===== src/rtl/lab_led_sequencer_if.sv =====
// Board I/O bundle for lab_led_sequencer: raw switch/button inputs and LED-side outputs.
// There is no valid/ready here: inputs are sampled every cycle, outputs are valid every cycle, and step_tick marks pattern steps.
interface lab_led_sequencer_if;
  logic [3:0] swt;
  logic       btn_mode;
  logic [3:0] led;
  logic [1:0] mode;
  logic       step_tick;

  modport master (output swt, btn_mode, input led, mode, step_tick);
  modport slave  (input swt, btn_mode, output led, mode, step_tick);
endinterface


===== src/rtl/lab_led_sequencer.sv =====
// Debounced 4-switch/1-button front end driving 4 LEDs as lab logic or chase/blink/count patterns.
// Define LAB_SEQ_PWM_EN to dim the LEDs with a 16-slot PWM of PWM_DUTY on-slots.
module lab_led_sequencer #(
  parameter int DB_CYCLES   = 1_000_000,
  parameter int STEP_CYCLES = 25_000_000,
  parameter int PWM_DUTY    = 8
) (
  input  logic               clk,
  input  logic               rst_n,
  lab_led_sequencer_if.slave io
);
  localparam int DB_W   = $clog2(DB_CYCLES);
  localparam int STEP_W = $clog2(STEP_CYCLES);
  localparam logic [DB_W-1:0]   DB_LAST   = DB_W'(DB_CYCLES - 1);
  localparam logic [STEP_W-1:0] STEP_LAST = STEP_W'(STEP_CYCLES - 1);

  typedef enum logic [1:0] {
    M_LOGIC = 2'd0,
    M_CHASE = 2'd1,
    M_BLINK = 2'd2,
    M_COUNT = 2'd3
  } mode_t;

  logic [4:0]      raw, sync1, sync2, db;
  logic [DB_W-1:0] db_cnt [5];

  assign raw = {io.btn_mode, io.swt};

  // Each input flips only after DB_CYCLES consecutive cycles of disagreement.
  always_ff @(posedge clk or negedge rst_n) begin
    if (!rst_n) begin
      sync1 <= '0;
      sync2 <= '0;
      db    <= '0;
      for (int i = 0; i < 5; i++) db_cnt[i] <= '0;
    end else begin
      sync1 <= raw;
      sync2 <= sync1;
      for (int i = 0; i < 5; i++) begin
        if (sync2[i] == db[i]) begin
          db_cnt[i] <= '0;
        end else if (db_cnt[i] == DB_LAST) begin
          db[i]     <= ~db[i];
          db_cnt[i] <= '0;
        end else begin
          db_cnt[i] <= db_cnt[i] + DB_W'(1);
        end
      end
    end
  end

  logic [3:0]        s;
  logic              btn_db, btn_prev, mode_chg, term, tick;
  logic [STEP_W-1:0] pre_cnt;
  logic [3:0]        pat_q, pat_step, led_q, led_nx;
  mode_t             mode_q, mode_nx;

  assign s        = db[3:0];
  assign btn_db   = db[4];
  assign mode_chg = btn_db & ~btn_prev;
  assign term     = (pre_cnt == STEP_LAST);
  // A mode change in the terminal cycle suppresses the step.
  assign tick     = term & ~mode_chg;
  assign mode_nx  = mode_t'(mode_q + 2'd1);

  always_comb begin
    pat_step = pat_q;
    case (mode_q)
      M_CHASE: pat_step = s[0] ? {pat_q[0], pat_q[3:1]} : {pat_q[2:0], pat_q[3]};
      M_BLINK: pat_step = {3'b000, ~pat_q[0]};
      M_COUNT: pat_step = s[3] ? pat_q : pat_q + 4'd1;
      default: pat_step = pat_q;
    endcase
  end

  // BLINK keeps only a phase bit so the on-phase tracks the live switches.
  always_comb begin
    led_nx = 4'b0000;
    case (mode_q)
      M_LOGIC: led_nx = {s[0] ^ s[1], s[2] | s[3], s[1] & ~s[2], ~s[0]};
      M_CHASE: led_nx = pat_q;
      M_BLINK: led_nx = pat_q[0] ? s : 4'b0000;
      M_COUNT: led_nx = pat_q;
      default: led_nx = 4'b0000;
    endcase
  end

  always_ff @(posedge clk or negedge rst_n) begin
    if (!rst_n) begin
      btn_prev <= 1'b0;
      mode_q   <= M_LOGIC;
      pre_cnt  <= '0;
      pat_q    <= 4'b0000;
      led_q    <= 4'b0000;
    end else begin
      btn_prev <= btn_db;
      led_q    <= led_nx;
      if (mode_chg) begin
        mode_q  <= mode_nx;
        pre_cnt <= '0;
        pat_q   <= (mode_nx == M_CHASE) ? 4'b0001 : 4'b0000;
      end else begin
        pre_cnt <= term ? '0 : pre_cnt + STEP_W'(1);
        if (tick) pat_q <= pat_step;
      end
    end
  end

  assign io.mode      = mode_q;
  assign io.step_tick = tick;

`ifdef LAB_SEQ_PWM_EN
  logic [3:0] pwm_cnt;

  always_ff @(posedge clk or negedge rst_n) begin
    if (!rst_n) pwm_cnt <= 4'd0;
    else        pwm_cnt <= pwm_cnt + 4'd1;
  end

  assign io.led = led_q & {4{({1'b0, pwm_cnt} < 5'(PWM_DUTY))}};
`else
  logic [4:0] unused_pwm_duty;
  assign unused_pwm_duty = 5'(PWM_DUTY);
  assign io.led          = led_q;
`endif
endmodule


===== src/flat_wrapper.sv =====
// flat-port wrapper written by rule: the top's interface ports become plain ports
module lab_led_sequencer_flat 
#(
  parameter int DB_CYCLES   = 1_000_000,
  parameter int STEP_CYCLES = 25_000_000,
  parameter int PWM_DUTY    = 8
)
  (clk, rst_n, io_swt, io_btn_mode, io_led, io_mode, io_step_tick);
  lab_led_sequencer_if io_i ();
  input  logic clk;
  input  logic rst_n;
  input wire logic [$bits(io_i.swt)-1:0] io_swt;
  input wire logic [$bits(io_i.btn_mode)-1:0] io_btn_mode;
  output wire logic [$bits(io_i.led)-1:0] io_led;
  output wire logic [$bits(io_i.mode)-1:0] io_mode;
  output wire logic [$bits(io_i.step_tick)-1:0] io_step_tick;
  assign io_i.swt = io_swt;
  assign io_i.btn_mode = io_btn_mode;
  assign io_led = io_i.led;
  assign io_mode = io_i.mode;
  assign io_step_tick = io_i.step_tick;
  lab_led_sequencer #(.DB_CYCLES(DB_CYCLES), .STEP_CYCLES(STEP_CYCLES), .PWM_DUTY(PWM_DUTY)) u_core (.clk(clk), .rst_n(rst_n), .io(io_i));
endmodule

===== config.mk =====
export PLATFORM = sky130hd
export DESIGN_NAME = lab_led_sequencer_flat
export DESIGN_NICKNAME = d
export VERILOG_FILES = /design/src/rtl/lab_led_sequencer_if.sv /design/src/rtl/lab_led_sequencer.sv /design/src/flat_wrapper.sv
export SDC_FILE = /design/constraint.sdc
export NUM_CORES = 1
export LEC_CHECK = 0
export CAP_MARGIN = 0
export CORE_AREA = 2 2 106 186
export DETAILED_ROUTE_END_ITERATION = 10
export DIE_AREA = 0 0 108 188
export GPL_TIMING_DRIVEN = 0
export PLACE_DENSITY = 0.54
export SETUP_SLACK_MARGIN = 0.1
export SLEW_MARGIN = 10
export SYNTH_ARGS = -nofsm -noshare
export SYNTH_HDL_FRONTEND = slang
export SYNTH_SLANG_ARGS = --single-unit
export TNS_END_PERCENT = 100

===== constraint.sdc =====
create_clock -name clk -period 5.1 [get_ports clk]
set_input_delay 1.02 -clock clk [delete_from_list [all_inputs] [get_ports clk]]
set_output_delay 1.02 -clock clk [all_outputs]
set_load 0.005 [all_outputs]

==> reports/metrics.yaml <==
status:
  status: "finished, final reports clean"
synthesis:
  synthArstFlopShare: 1.00
  synth-edff-count: 0
  ys_seq_area_frac: 0.509
  yosysTopAreaCell: "dfrtp_1"
  syn_area_um2: 7420
  synth-seq-cells: 151
  synth_cell_types: 42
  synth.area.top_cells: "dfrtp_1, xor2_1, nor2_1, xnor2_1, a21oi_1"
  synth_top_area_frac: 0.509
  avgSynthCellArea_um2: 9.79
  synth_ff_type: "dfrtp_1"
  synth.net_count: 775
  yosysWarningCount: 0
  syn_inst: 758
routing:
  vias_per_cell: 5.49
  drt-total-wl_um: 15700
  drt-initial-drc-count: 377
  ant_nets: 0
  drt_pass1_iterations: 4
  routedWlPerCell_um: 15.0
  via_count: 5737
  drc_errors: 0
setup_path:
  cp-startpoint: "u_core.pre_cnt[0]"
  critPathSlowestCell: "clkdlybuf4s50_1"
  crit_path_max_incr_delay_ns: 0.57
  path_class: "reg -> out"
  start_kind: "flop"
  path_buf_inv: 2
  setup.worst_path.end_class: "primary output"
  crit_path_max_fanout: 5
  cp.required_ns: 4.08
  crit_chain: "ha_1, nand4_1, or4_1, clkbuf_1, nor3_1, clkdlybuf4s50_1"
  critPathArrivalTime_ns: 2.76
  cp_top_family: "simple AND/OR/NAND/NOR gates"
  worstSetupPathDepth: 6
  rr_worst_depth: 7
  worstReg2RegStart: "u_core.pre_cnt[0]"
clock_network:
  h-tree-depth: 4
  cts.path.max_buffers: 2
  cts_tree: "done"
  clkTransAtPathRegs_ns: 0.06
  numCtsBuffers: 17
  clock-sinks: 151
  cts_resized: 0
  cts_hold_buf: 0
  root_buffer: "clkbuf_16"
  cts_post_setup_buffers_inserted: 0
  clock_latency_ns: 0.43
place:
  place.gp.congestion: 0.858
  io_buffer_count: 13
  hpwl_um: 11000
floorplan:
  row_count: 67
  ioPinCount: 14
  coreArea_um2: 18900
  die_w_um: 108
  die_h_um: 188
  initial_core_util: 0.393
  die-area_um2: 20300
timing:
  fin_crit_sh: 0.742
  max_slew_margin: 0.430
  period_needed_ns: 3.78
  setup-violations-final: 0
  worst_slew_pin_slew_ns: 0.847
  fmax_mhz: 264
  report.final.slew_viol_count: 0
  hold_violations: 0
  rsz0062_at_grt: "no"
  finClkSkew_ns: 0.00843
pwr:
  power.density_nw_per_um2: 300
  max-vdd-ir-drop_mv: 0.193
  finalPower_uw: 2550
  leakagePower_uw: 0.00344
finish:
  antenna_cells: 0
  multiInputGateArea_um2: 3430
  fin_util: 0.450
  final_cell_mix: "dfrtp_1, nor2_1, a21oi_1"
  fill_cells: 1822
  drive_above_1_share: 0.0697
  ff_latch_area_um2: 3780
  nets: 808
  area_growth_pct: 14.3
  layout_commonest_cell: "dfrtp_1"
global_routing:
  antenna_found_initial: 0
  grt_overflow: 0
  grt.total_usage: 0.171
  grt_max_degree: 84
  grt_pass1_vias: 6116
  grt_pass1_wl_um: 28000
min_path:
  hold_path_depth: 0
  min_from: "u_core.sync1[4]"
  hold_path_class: "reg -> reg"
flow_run:
  drv_cap: 0
where the power goes:
part / switching (µW) / internal [µW]
Sequential: 12.1 / 1210
Clock: 496 / 758
Combinational: 49.4 / 20.0
worst paths after layout:
check	endpoint	slack [ns]
setup reg to reg	u_core.pre_cnt[22]	2.86
min in group asynchronous	u_core.db_cnt[58]	0.54
hold / removal	u_core.sync2[4]	0.35
setup / recovery	io_step_tick	1.32
hold reg to reg	u_core.sync2[4]	0.35
max in group asynchronous	u_core.db_cnt[34]	3.75
stage by stage:
step / hold WS, ns / setup TNS (ns) / instances / worst slack [ns] / instance area (µm²)
after global routing: 0.368 / 0 / 1045 / 1.10 / 8480
after floorplan: 0.331 / 0 / 758 / 2.56 / 7420
after global placement: 0.335 / -461.46 / 1012 / -3.07 / 7850
after CTS: 0.352 / 0 / 1045 / 1.25 / 8480
after detailed placement: 0.338 / 0 / 1013 / 1.74 / 7890
final: 0.350 / 0 / 1045 / 1.32 / 8480
cells by family (layout without fill, tap and decap cells):
logic type,Yosys count,after routing,share of synthesized area
multiplexers,10,10,0.0143
XOR/XNOR,80,80,0.0944
adder cells (fa/ha/maj),10,10,0.0169
AO/OA/AOI/OAI,109,109,0.0875
AND/OR/NAND/NOR,346,346,0.249
buffers and inverters,52,98,0.0288
flip-flops,151,151,0.509
worst register-to-register path, delay by kind of cell (launching register included):
family / cells / cell delay, ns
adder cells (fa/ha/maj): 1 / 0.23
buffers and inverters: 2 / 0.42
AO/OA/AOI/OAI: 2 / 0.37
AND/OR/NAND/NOR: 2 / 0.71
flip-flops: 1 / 0.38
Yosys cell counts, types with 3 or more instances:
master and number:
and4_1 13, mux2_2 5, nand3_1 45, nor2b_1 4
a21oi_1 46, xnor2_1 36, nor4_1 14, dfrtp_1 151
xor2_1 44, a31oi_1 3, mux2i_1 5, or4_1 23
a31o_2 3, or3_1 22, nand4b_1 3, nand4_1 35
ha_1 10, and2_1 7, nor3_1 12, nand2_1 45
buf_2 7, o31ai_1 23, clkbuf_1 22, inv_1 19
nor2_1 96, nor4b_1 5, o21ai_0 24, and3_1 14
layer usage:
metal  track usage  vias to the layer above  share of wire
met1         0.186                     2862           0.41
li1              -                     2783              -
met3        0.0375                       26          0.023
met2         0.309                       66           0.54
met4        0.0745                        0          0.020
met5             0                        -              0
area by class of cell:
type,instances,share of cell area
Tap cell,241,0.0356
Clock buffer,21,0.0555
Sequential cell,151,0.446
Inverter,19,0.00841
Multi-Input combinational cell,555,0.404
Buffer,33,0.0168
Clock inverter,11,0.0146
Timing Repair Buffer,14,0.0192
state kept, by name, indices dropped and copies added (netlist names):
register,flops
u_core.btn_prev,1
u_core.db,5
u_core.db_cnt,100
u_core.io.led,4
u_core.io.mode,2
u_core.pat_q,4
u_core.pre_cnt,25
u_core.sync1,5
u_core.sync2,5
Note: power is estimated with default switching activity, not from simulation.
